## src/rtl/ex_hazard_ctrl_if.sv

```systemverilog
// Hazard-controller bundle: pipeline-register fields in, forwarding/stall/flush controls out.
interface ex_hazard_ctrl_if;
  logic       id_valid;
  logic [4:0] id_rs1;
  logic [4:0] id_rs2;
  logic       id_uses_rs1;
  logic       id_uses_rs2;
  logic       ex_valid;
  logic [4:0] ex_rs1;
  logic [4:0] ex_rs2;
  logic [4:0] ex_rd;
  logic       ex_mem_read;
  logic       branch_taken;
  logic [4:0] mem_rd;
  logic [4:0] wb_rd;
  logic       mem_reg_write;
  logic       wb_reg_write;
  logic [1:0] fwd_a_sel;
  logic [1:0] fwd_b_sel;
  logic       stall_if;
  logic       stall_id;
  logic       bubble_ex;
  logic       flush_id;
  logic       flush_ex;
  logic       redirect;
  logic       busy;

  modport master (
    output id_valid, id_rs1, id_rs2, id_uses_rs1, id_uses_rs2,
    output ex_valid, ex_rs1, ex_rs2, ex_rd, ex_mem_read, branch_taken,
    output mem_rd, wb_rd, mem_reg_write, wb_reg_write,
    input  fwd_a_sel, fwd_b_sel, stall_if, stall_id, bubble_ex,
    input  flush_id, flush_ex, redirect, busy
  );

  modport slave (
    input  id_valid, id_rs1, id_rs2, id_uses_rs1, id_uses_rs2,
    input  ex_valid, ex_rs1, ex_rs2, ex_rd, ex_mem_read, branch_taken,
    input  mem_rd, wb_rd, mem_reg_write, wb_reg_write,
    output fwd_a_sel, fwd_b_sel, stall_if, stall_id, bubble_ex,
    output flush_id, flush_ex, redirect, busy
  );
endinterface

```

## src/rtl/ex_hazard_ctrl.sv

```systemverilog
// Execute-stage hazard controller: operand forwarding, load-use stalls, branch flush/redirect.
// Optional macro HAZARD_PERF_EN adds stall_count/flush_count performance counters.
module ex_hazard_ctrl #(
  parameter int FLUSH_CYCLES      = 1,
  parameter int LOAD_STALL_CYCLES = 1
) (
  input logic            clk,
  input logic            rst,
  ex_hazard_ctrl_if.slave hz
`ifdef HAZARD_PERF_EN
  ,
  output logic [31:0]    stall_count,
  output logic [31:0]    flush_count
`endif
);

  typedef enum logic [1:0] {
    ST_RUN   = 2'd0,
    ST_STALL = 2'd1,
    ST_FLUSH = 2'd2
  } state_e;

  // Counter reloads hold the number of extra cycles beyond the triggering one, minus one.
  localparam logic [2:0] FLUSH_RELOAD = (FLUSH_CYCLES > 1) ? 3'(FLUSH_CYCLES - 2) : 3'd0;
  localparam logic [2:0] STALL_RELOAD = (LOAD_STALL_CYCLES > 1) ? 3'(LOAD_STALL_CYCLES - 2) : 3'd0;

  state_e     state_r, state_nx_s;
  logic [2:0] cnt_r, cnt_nx_s;
  logic       busy_r;
  logic       hazard_s, taken_s;
  logic       stall_s, flush_s, redirect_s;

  function automatic logic [1:0] fwd_sel(
    input logic [4:0] rs,
    input logic       mem_we,
    input logic [4:0] mem_dst,
    input logic       wb_we,
    input logic [4:0] wb_dst
  );
    logic [1:0] sel;
    if (mem_we && (mem_dst != 5'd0) && (mem_dst == rs)) begin
      sel = 2'd1;
    end else if (wb_we && (wb_dst != 5'd0) && (wb_dst == rs)) begin
      sel = 2'd2;
    end else begin
      sel = 2'd0;
    end
    return sel;
  endfunction

  assign hazard_s = hz.id_valid && hz.ex_valid && hz.ex_mem_read && (hz.ex_rd != 5'd0) &&
                    ((hz.id_uses_rs1 && (hz.id_rs1 == hz.ex_rd)) ||
                     (hz.id_uses_rs2 && (hz.id_rs2 == hz.ex_rd)));
  assign taken_s  = hz.ex_valid && hz.branch_taken;

  // Next-state and Mealy control outputs; a taken branch outranks any stall.
  always_comb begin
    state_nx_s = state_r;
    cnt_nx_s   = cnt_r;
    stall_s    = 1'b0;
    flush_s    = 1'b0;
    redirect_s = 1'b0;
    if (rst) begin
      state_nx_s = ST_RUN;
      cnt_nx_s   = 3'd0;
    end else begin
      case (state_r)
        ST_RUN, ST_STALL: begin
          if (taken_s) begin
            redirect_s = 1'b1;
            flush_s    = 1'b1;
            if (FLUSH_CYCLES > 1) begin
              state_nx_s = ST_FLUSH;
              cnt_nx_s   = FLUSH_RELOAD;
            end else begin
              state_nx_s = ST_RUN;
              cnt_nx_s   = 3'd0;
            end
          end else if (state_r == ST_STALL) begin
            stall_s = 1'b1;
            if (cnt_r == 3'd0) begin
              state_nx_s = ST_RUN;
            end else begin
              cnt_nx_s = cnt_r - 3'd1;
            end
          end else if (hazard_s) begin
            stall_s = 1'b1;
            if (LOAD_STALL_CYCLES > 1) begin
              state_nx_s = ST_STALL;
              cnt_nx_s   = STALL_RELOAD;
            end else begin
              state_nx_s = ST_RUN;
              cnt_nx_s   = 3'd0;
            end
          end else begin
            state_nx_s = ST_RUN;
          end
        end
        ST_FLUSH: begin
          // EX only holds squashed bubbles here, so branch and load-use inputs are ignored.
          flush_s = 1'b1;
          if (cnt_r == 3'd0) begin
            state_nx_s = ST_RUN;
          end else begin
            cnt_nx_s = cnt_r - 3'd1;
          end
        end
        default: begin
          state_nx_s = ST_RUN;
          cnt_nx_s   = 3'd0;
        end
      endcase
    end
  end

  // State, counter and registered busy flag.
  always_ff @(posedge clk) begin
    if (rst) begin
      state_r <= ST_RUN;
      cnt_r   <= 3'd0;
      busy_r  <= 1'b0;
    end else begin
      state_r <= state_nx_s;
      cnt_r   <= cnt_nx_s;
      busy_r  <= (state_nx_s != ST_RUN);
    end
  end

  assign hz.fwd_a_sel = fwd_sel(hz.ex_rs1, hz.mem_reg_write, hz.mem_rd, hz.wb_reg_write, hz.wb_rd);
  assign hz.fwd_b_sel = fwd_sel(hz.ex_rs2, hz.mem_reg_write, hz.mem_rd, hz.wb_reg_write, hz.wb_rd);
  assign hz.stall_if  = stall_s;
  assign hz.stall_id  = stall_s;
  assign hz.bubble_ex = stall_s;
  assign hz.flush_id  = flush_s;
  assign hz.flush_ex  = flush_s;
  assign hz.redirect  = redirect_s;
  assign hz.busy      = busy_r;

`ifdef HAZARD_PERF_EN
  logic [31:0] stall_count_r, flush_count_r;

  // Performance counters; flush_count counts branches that were acted on.
  always_ff @(posedge clk) begin
    if (rst) begin
      stall_count_r <= 32'd0;
      flush_count_r <= 32'd0;
    end else begin
      if (stall_s) begin
        stall_count_r <= stall_count_r + 32'd1;
      end
      if (redirect_s) begin
        flush_count_r <= flush_count_r + 32'd1;
      end
    end
  end

  assign stall_count = stall_count_r;
  assign flush_count = flush_count_r;
`endif

endmodule

```

## src/flat_wrapper.sv

```systemverilog
// flat-port wrapper written by rule: the top's interface ports become plain ports
module ex_hazard_ctrl_flat 
#(
  parameter int FLUSH_CYCLES      = 1,
  parameter int LOAD_STALL_CYCLES = 1
)
  (clk, rst, hz_id_valid, hz_id_rs1, hz_id_rs2, hz_id_uses_rs1, hz_id_uses_rs2, hz_ex_valid, hz_ex_rs1, hz_ex_rs2, hz_ex_rd, hz_ex_mem_read, hz_branch_taken, hz_mem_rd, hz_wb_rd, hz_mem_reg_write, hz_wb_reg_write, hz_fwd_a_sel, hz_fwd_b_sel, hz_stall_if, hz_stall_id, hz_bubble_ex, hz_flush_id, hz_flush_ex, hz_redirect, hz_busy);
  ex_hazard_ctrl_if hz_i ();
  input logic clk;
  input logic rst;
  input wire logic [$bits(hz_i.id_valid)-1:0] hz_id_valid;
  input wire logic [$bits(hz_i.id_rs1)-1:0] hz_id_rs1;
  input wire logic [$bits(hz_i.id_rs2)-1:0] hz_id_rs2;
  input wire logic [$bits(hz_i.id_uses_rs1)-1:0] hz_id_uses_rs1;
  input wire logic [$bits(hz_i.id_uses_rs2)-1:0] hz_id_uses_rs2;
  input wire logic [$bits(hz_i.ex_valid)-1:0] hz_ex_valid;
  input wire logic [$bits(hz_i.ex_rs1)-1:0] hz_ex_rs1;
  input wire logic [$bits(hz_i.ex_rs2)-1:0] hz_ex_rs2;
  input wire logic [$bits(hz_i.ex_rd)-1:0] hz_ex_rd;
  input wire logic [$bits(hz_i.ex_mem_read)-1:0] hz_ex_mem_read;
  input wire logic [$bits(hz_i.branch_taken)-1:0] hz_branch_taken;
  input wire logic [$bits(hz_i.mem_rd)-1:0] hz_mem_rd;
  input wire logic [$bits(hz_i.wb_rd)-1:0] hz_wb_rd;
  input wire logic [$bits(hz_i.mem_reg_write)-1:0] hz_mem_reg_write;
  input wire logic [$bits(hz_i.wb_reg_write)-1:0] hz_wb_reg_write;
  output wire logic [$bits(hz_i.fwd_a_sel)-1:0] hz_fwd_a_sel;
  output wire logic [$bits(hz_i.fwd_b_sel)-1:0] hz_fwd_b_sel;
  output wire logic [$bits(hz_i.stall_if)-1:0] hz_stall_if;
  output wire logic [$bits(hz_i.stall_id)-1:0] hz_stall_id;
  output wire logic [$bits(hz_i.bubble_ex)-1:0] hz_bubble_ex;
  output wire logic [$bits(hz_i.flush_id)-1:0] hz_flush_id;
  output wire logic [$bits(hz_i.flush_ex)-1:0] hz_flush_ex;
  output wire logic [$bits(hz_i.redirect)-1:0] hz_redirect;
  output wire logic [$bits(hz_i.busy)-1:0] hz_busy;
  assign hz_i.id_valid = hz_id_valid;
  assign hz_i.id_rs1 = hz_id_rs1;
  assign hz_i.id_rs2 = hz_id_rs2;
  assign hz_i.id_uses_rs1 = hz_id_uses_rs1;
  assign hz_i.id_uses_rs2 = hz_id_uses_rs2;
  assign hz_i.ex_valid = hz_ex_valid;
  assign hz_i.ex_rs1 = hz_ex_rs1;
  assign hz_i.ex_rs2 = hz_ex_rs2;
  assign hz_i.ex_rd = hz_ex_rd;
  assign hz_i.ex_mem_read = hz_ex_mem_read;
  assign hz_i.branch_taken = hz_branch_taken;
  assign hz_i.mem_rd = hz_mem_rd;
  assign hz_i.wb_rd = hz_wb_rd;
  assign hz_i.mem_reg_write = hz_mem_reg_write;
  assign hz_i.wb_reg_write = hz_wb_reg_write;
  assign hz_fwd_a_sel = hz_i.fwd_a_sel;
  assign hz_fwd_b_sel = hz_i.fwd_b_sel;
  assign hz_stall_if = hz_i.stall_if;
  assign hz_stall_id = hz_i.stall_id;
  assign hz_bubble_ex = hz_i.bubble_ex;
  assign hz_flush_id = hz_i.flush_id;
  assign hz_flush_ex = hz_i.flush_ex;
  assign hz_redirect = hz_i.redirect;
  assign hz_busy = hz_i.busy;
  ex_hazard_ctrl #(.FLUSH_CYCLES(FLUSH_CYCLES), .LOAD_STALL_CYCLES(LOAD_STALL_CYCLES)) u_core (.clk(clk), .rst(rst), .hz(hz_i));
endmodule
```

## config.mk

```make
export PLATFORM = sky130hd
export DESIGN_NAME = ex_hazard_ctrl_flat
export DESIGN_NICKNAME = d
export VERILOG_FILES = /design/src/rtl/ex_hazard_ctrl_if.sv /design/src/rtl/ex_hazard_ctrl.sv /design/src/flat_wrapper.sv
export SDC_FILE = /design/constraint.sdc
export NUM_CORES = 1
export LEC_CHECK = 0
export CAP_MARGIN = 25
export CORE_AREA = 3 3 58 44
export CTS_BUF_LIST = sky130_fd_sc_hd__clkbuf_4
export DETAILED_ROUTE_END_ITERATION = 8
export DIE_AREA = 0 0 61 47
export PLACE_DENSITY = 0.85
export SETUP_SLACK_MARGIN = 0.05
export SLEW_MARGIN = 5
export SYNTH_ARGS = -nofsm -noshare
export SYNTH_HDL_FRONTEND = slang
export SYNTH_SLANG_ARGS = --single-unit
export TNS_END_PERCENT = 20
```

## constraint.sdc

```tcl
create_clock -name clk -period 3.7 [get_ports clk]
set_clock_uncertainty 0.1 [all_clocks]
set_input_delay 0.74 -clock clk [delete_from_list [all_inputs] [get_ports clk]]
set_output_delay 0.74 -clock clk [all_outputs]
set_load 0.05 [all_outputs]
```

Yosys cells after proc, flatten, opt, wreduce, memory -nomap -nowiden. Cells that the tools add are included.

Add/sub/neg operators: 1. Multipliers: 0. Divide/modulo/power cells: 0. Magnitude comparators: 0. Equal/unequal tests: 9. Shift operators: 0. Multiplexer cells: 24. Bitwise operators: 0. Reduce and logical (&&, ||, !) cells: 21.

Operators with widths (count): 5-bit equality test (6); 2-bit two-way mux (8); 5-bit nonzero test (3); 1-bit logical AND (13); 3-bit two-way mux (4); 1-bit two-way mux (9); 3-bit case mux with 2 select lines (1); 4-bit by 1-bit != test with 1-bit output (second input constant) (1); 2-bit case mux with 2 select lines (1); 3-bit zero test (1); 3-bit by 1-bit subtractor with 3-bit output (second input constant) (1); 2-bit by 1-bit equality test with 1-bit output (second input constant) (1); 2-bit equality test (second input constant) (1); 2-bit zero test (1); 1-bit case mux with 2 select lines (1); 2-bit nonzero test (1); 2-bit OR reduction (1); 1-bit logical OR (1).

Bits in registers: 6. Bits in latches: 0. RAM bits: 0. ROM bits: 0. Memories kept: 0.

Depth between registers and ports, before layout.
Depth after elaboration: 9. Depth in mapped cells: 7.

Worst setup path after synthesis. No wires, ideal clock.

Kind: input -> output. From: input hz_mem_rd[4]. To: output hz_fwd_a_sel[1]. Data arrival time: 3.105 ns. Required time: 2.860 ns. Slack: -0.245 ns. Stages on the path: 4. Buffers on the path: 0. Path through: xnor2_1 -> nand3_1 -> nor4_1 -> nor4_2.

Cells in the longest elaborated chain, start to end: 4.

Ends and longest elaborated chain: start: declaration (RTL line flat_wrapper.sv:22) `input wire logic [$bits(hz_i.mem_rd)-1:0] hz_mem_rd;`; 5-bit nonzero test (RTL line ex_hazard_ctrl.sv:41) `if (mem_we && (mem_dst != 5'd0) && (mem_dst == rs)) begin`; 1-bit logical AND (RTL line ex_hazard_ctrl.sv:41); 1-bit logical AND * (RTL line ex_hazard_ctrl.sv:41); 2-bit two-way mux * (RTL line ex_hazard_ctrl.sv:41); end: declaration (RTL line flat_wrapper.sv:26) `output wire logic [$bits(hz_i.fwd_a_sel)-1:0] hz_fwd_a_sel;`.

Mark *: on every way between the ends. The rest lies on a longest branch, timed or not.

Worst setup path after layout.
From: input hz_mem_rd[0]. To: output hz_fwd_b_sel[1].

Cells in the longest elaborated chain, start to end: 4.

Ends and longest elaborated chain: 5-bit nonzero test (RTL line ex_hazard_ctrl.sv:41); 1-bit logical AND (RTL line ex_hazard_ctrl.sv:41); 1-bit logical AND * (RTL line ex_hazard_ctrl.sv:41); 2-bit two-way mux * (RTL line ex_hazard_ctrl.sv:41); end: declaration (RTL line flat_wrapper.sv:27) `output wire logic [$bits(hz_i.fwd_b_sel)-1:0] hz_fwd_b_sel;`.

Marks and branches as above.

==> results.toml <==
[status]
outcome = "finished, final reports clean"

[synthesis]
synth_largest_area_cell = "xnor2_1"
synth_area_leaders = "xnor2_1 (18%), xor2_1 (16%), dfxtp_1 (16%)"
ys_ff_latch = 6
syn_nets = 141
async_flop_share_pct = 0
synth.avg_cell_area_um2 = 8.11
yosys-top-cells-count = "xnor2_1 (16), xor2_1 (14), dfxtp_1 (6), nor2_1 (6), nor3_1 (6)"
synth-warning-count = 0
ys.flop_type = "dfxtp_1"
synth-edff-count = 0
ys_seq_area_share_pct = 15.8
synth_cell_types = 30
yosysMostFrequentCell = "xnor2_1"
netlist_area_um2 = 762
synth_cells = 94
synth_top_area_share_pct = 18.4

[timing]
fin_crit_sh_pct = 93.6
rsz0062_at_grt = "no"
hold_ws_ns = 0.402
setup_ws_ns = 0.235
period_minus_slack_ns = 3.46
setup_violations = 0
finalHoldViolations = 0
relSlewSlack_pct = 66.6
final_max_slew_viol_count = 0
clock.fmax_mhz = 289
worst_pin_slew_ns = 0.499
setup_tns_ns = 0

[critical_path]
path_cells = "clkdlybuf4s50_1 > or4_1 > o21ai_2 > nor4_1 > nor4_2 > buf_12"
cpMaxStageDelayCell = "or4_1"
critPathKind = "in -> out"
cp_max_fo = 3
r2r_cells = 4
rrSetupSlack_ns = 2.13
crit_cells = 6
crit_path_end_kind = "output pin"
arrival_ns = 2.62
worstPathRequired_ns = 2.86
r2r_start = "u_core.state_r[1]"
cp_top_family = "simple AND/OR/NAND/NOR gates"
cp.buffers_inverters = 2
startpoint = "hz_mem_rd[0]"
worstSetupStartpointType = "input port"
endpoint = "hz_fwd_b_sel[1]"
critical_path.max_stage_delay_ns = 0.56
r2r-end = "u_core.cnt_r[1]"

[route]
wl_um = 2490
drc = 0
dr.first_iter.drc_count = 36
antenna_left = 0
via_count = 880
dr.pass1.iters = 4
vias_per_cell = 5.06
avgRoutedWirePerCell_um = 14.3

[pwr]
power_frac_clock_pct = 25.1
seq_power_share_pct = 27.2
switchingPower_uw = 68.9
irDropWorstVdd_v = 0.0000839
combPwrFrac_pct = 47.7
power_density_nw_per_um2 = 171
total_power_uw = 238
power.leakage_uw = 0.000517
intPower_uw = 170
switching_share_pct = 28.9

[floorplanning]
ios = 56
core_area_um2 = 2080
die_w_um = 61
rows = 14
start_util_pct = 36.6
die_height_um = 47
dieArea_um2 = 2870

[global_routing]
globalRoute.totalOverflow = 0
grt_pass1_wl_um = 4000
grt_max_degree = 9
grtUsageTotal_pct = 18.9
grt_pass1_vias = 890
antenna_found_initial = 0

[placement]
portBuffers = 55
post_dp_cell_area_um2 = 1370
hpwlAfterDp_um = 2230
preCtsSetupSlack_ns = 0.236
gp_congestion = 0.858

[cts]
postCtsSetupBuffers = 0
holdBufCountCts = 0
htree_levels = 1
cts_sinks = 6
root_buffer = "clkbuf_4"
numCtsBuffers = 3
cts_resized = 0
clk_path_buf_depth = 2
clk_pin_slew_worst_paths_ns = 0.04
insertion_delay_ns = 0.24
cts_tree = "yes"

[layout]
final_cell_area_um2 = 1390
drive_above_1_share_pct = 16.0
area_growth_pct = 82.9
multi_input_area_um2 = 601
diodes = 0
layout.nets = 199
fill_cells = 167
ff_latch_area_um2 = 120

[min_path]
whs_path_depth = 2
hold_path.class = "reg -> reg"

[job]
drv_cap = 0
[power groups by stage]
stage,Clock [µW],Sequential [µW],Combinational [µW]
after floorplan,0,66.0,44.7
after global placement,0,66.0,112
after detailed placement,0,66.0,113
after CTS,61.3,64.9,114
after global routing,64.6,64.8,122
final,59.7,64.9,114
[sequential cells by signal, indices dropped and copies added (netlist names)]
signal and flops:
u_core.state_r 2, u_core.cnt_r 3, u_core.hz.busy 1
[cell usage in the layout, fill, tap and decap left out, drive strengths merged, types with 4 or more instances in the layout]
cell type       n
xnor2          16
inv             4
buf            11
or4             4
nor3            6
clkdlybuf4s50  46
dfxtp           6
xor2           14
nor4            5
nor2            6
[metal layers]
| metal | part of all wire, % | GRT usage, % | wire length (µm) |
|---|---|---|---|
| met3 | 8.6 | 3.57 | 215 |
| met2 | 45 | 32.2 | 1120 |
| met1 | 46 | 25.2 | 1140 |
| met5 | 0 | 0 | 0 |
| met4 | 0.52 | 3.90 | 13 |
[worst min path at each step]
| stage | slack, ns | from | to |
|---|---|---|---|
| finish | 0.40 | u_core.cnt_r[1] | u_core.cnt_r[1] |
| global route | 0.44 | u_core.cnt_r[1] | u_core.cnt_r[1] |
| CTS | 0.41 | u_core.cnt_r[0] | u_core.cnt_r[0] |
| detailed placement | 0.40 | u_core.cnt_r[0] | u_core.cnt_r[0] |
| global placement | 0.38 | u_core.cnt_r[0] | u_core.cnt_r[0] |
| floorplan | 0.37 | u_core.cnt_r[0] | u_core.cnt_r[0] |
[logic make-up after synthesis]
| group | count (synthesis) | synth area share (%) |
|---|---|---|
| AO/OA/AOI/OAI | 14 | 15.3 |
| XOR/XNOR | 30 | 34.5 |
| adder cells (fa/ha/maj) | 2 | 3.28 |
| buffers and inverters | 8 | 5.42 |
| flip-flops | 6 | 15.8 |
| AND/OR/NAND/NOR | 34 | 25.8 |
[worst min-delay path, stage by stage, from the launching register on]
cell and delay, ns:
dfxtp_1 0.29, inv_1 0.09, a221oi_2 0.07
[metrics by stage]
step           util (%)  instances
2_1_floorplan         -         94
3_3_place_gp       65.8        171
3_5_place_dp       65.8        171
4_1_cts            66.9        174
5_1_grt            66.9        174
6_report           66.9        174
[cell type report]
cell class,count,area share [%]
clock buffer,3,1.62
inverter,4,1.08
multi-input combinational,80,43.1
sequential,6,8.62
tap,24,2.15
timing repair buffer,57,43.4
(Power assumes the default switching activity.)
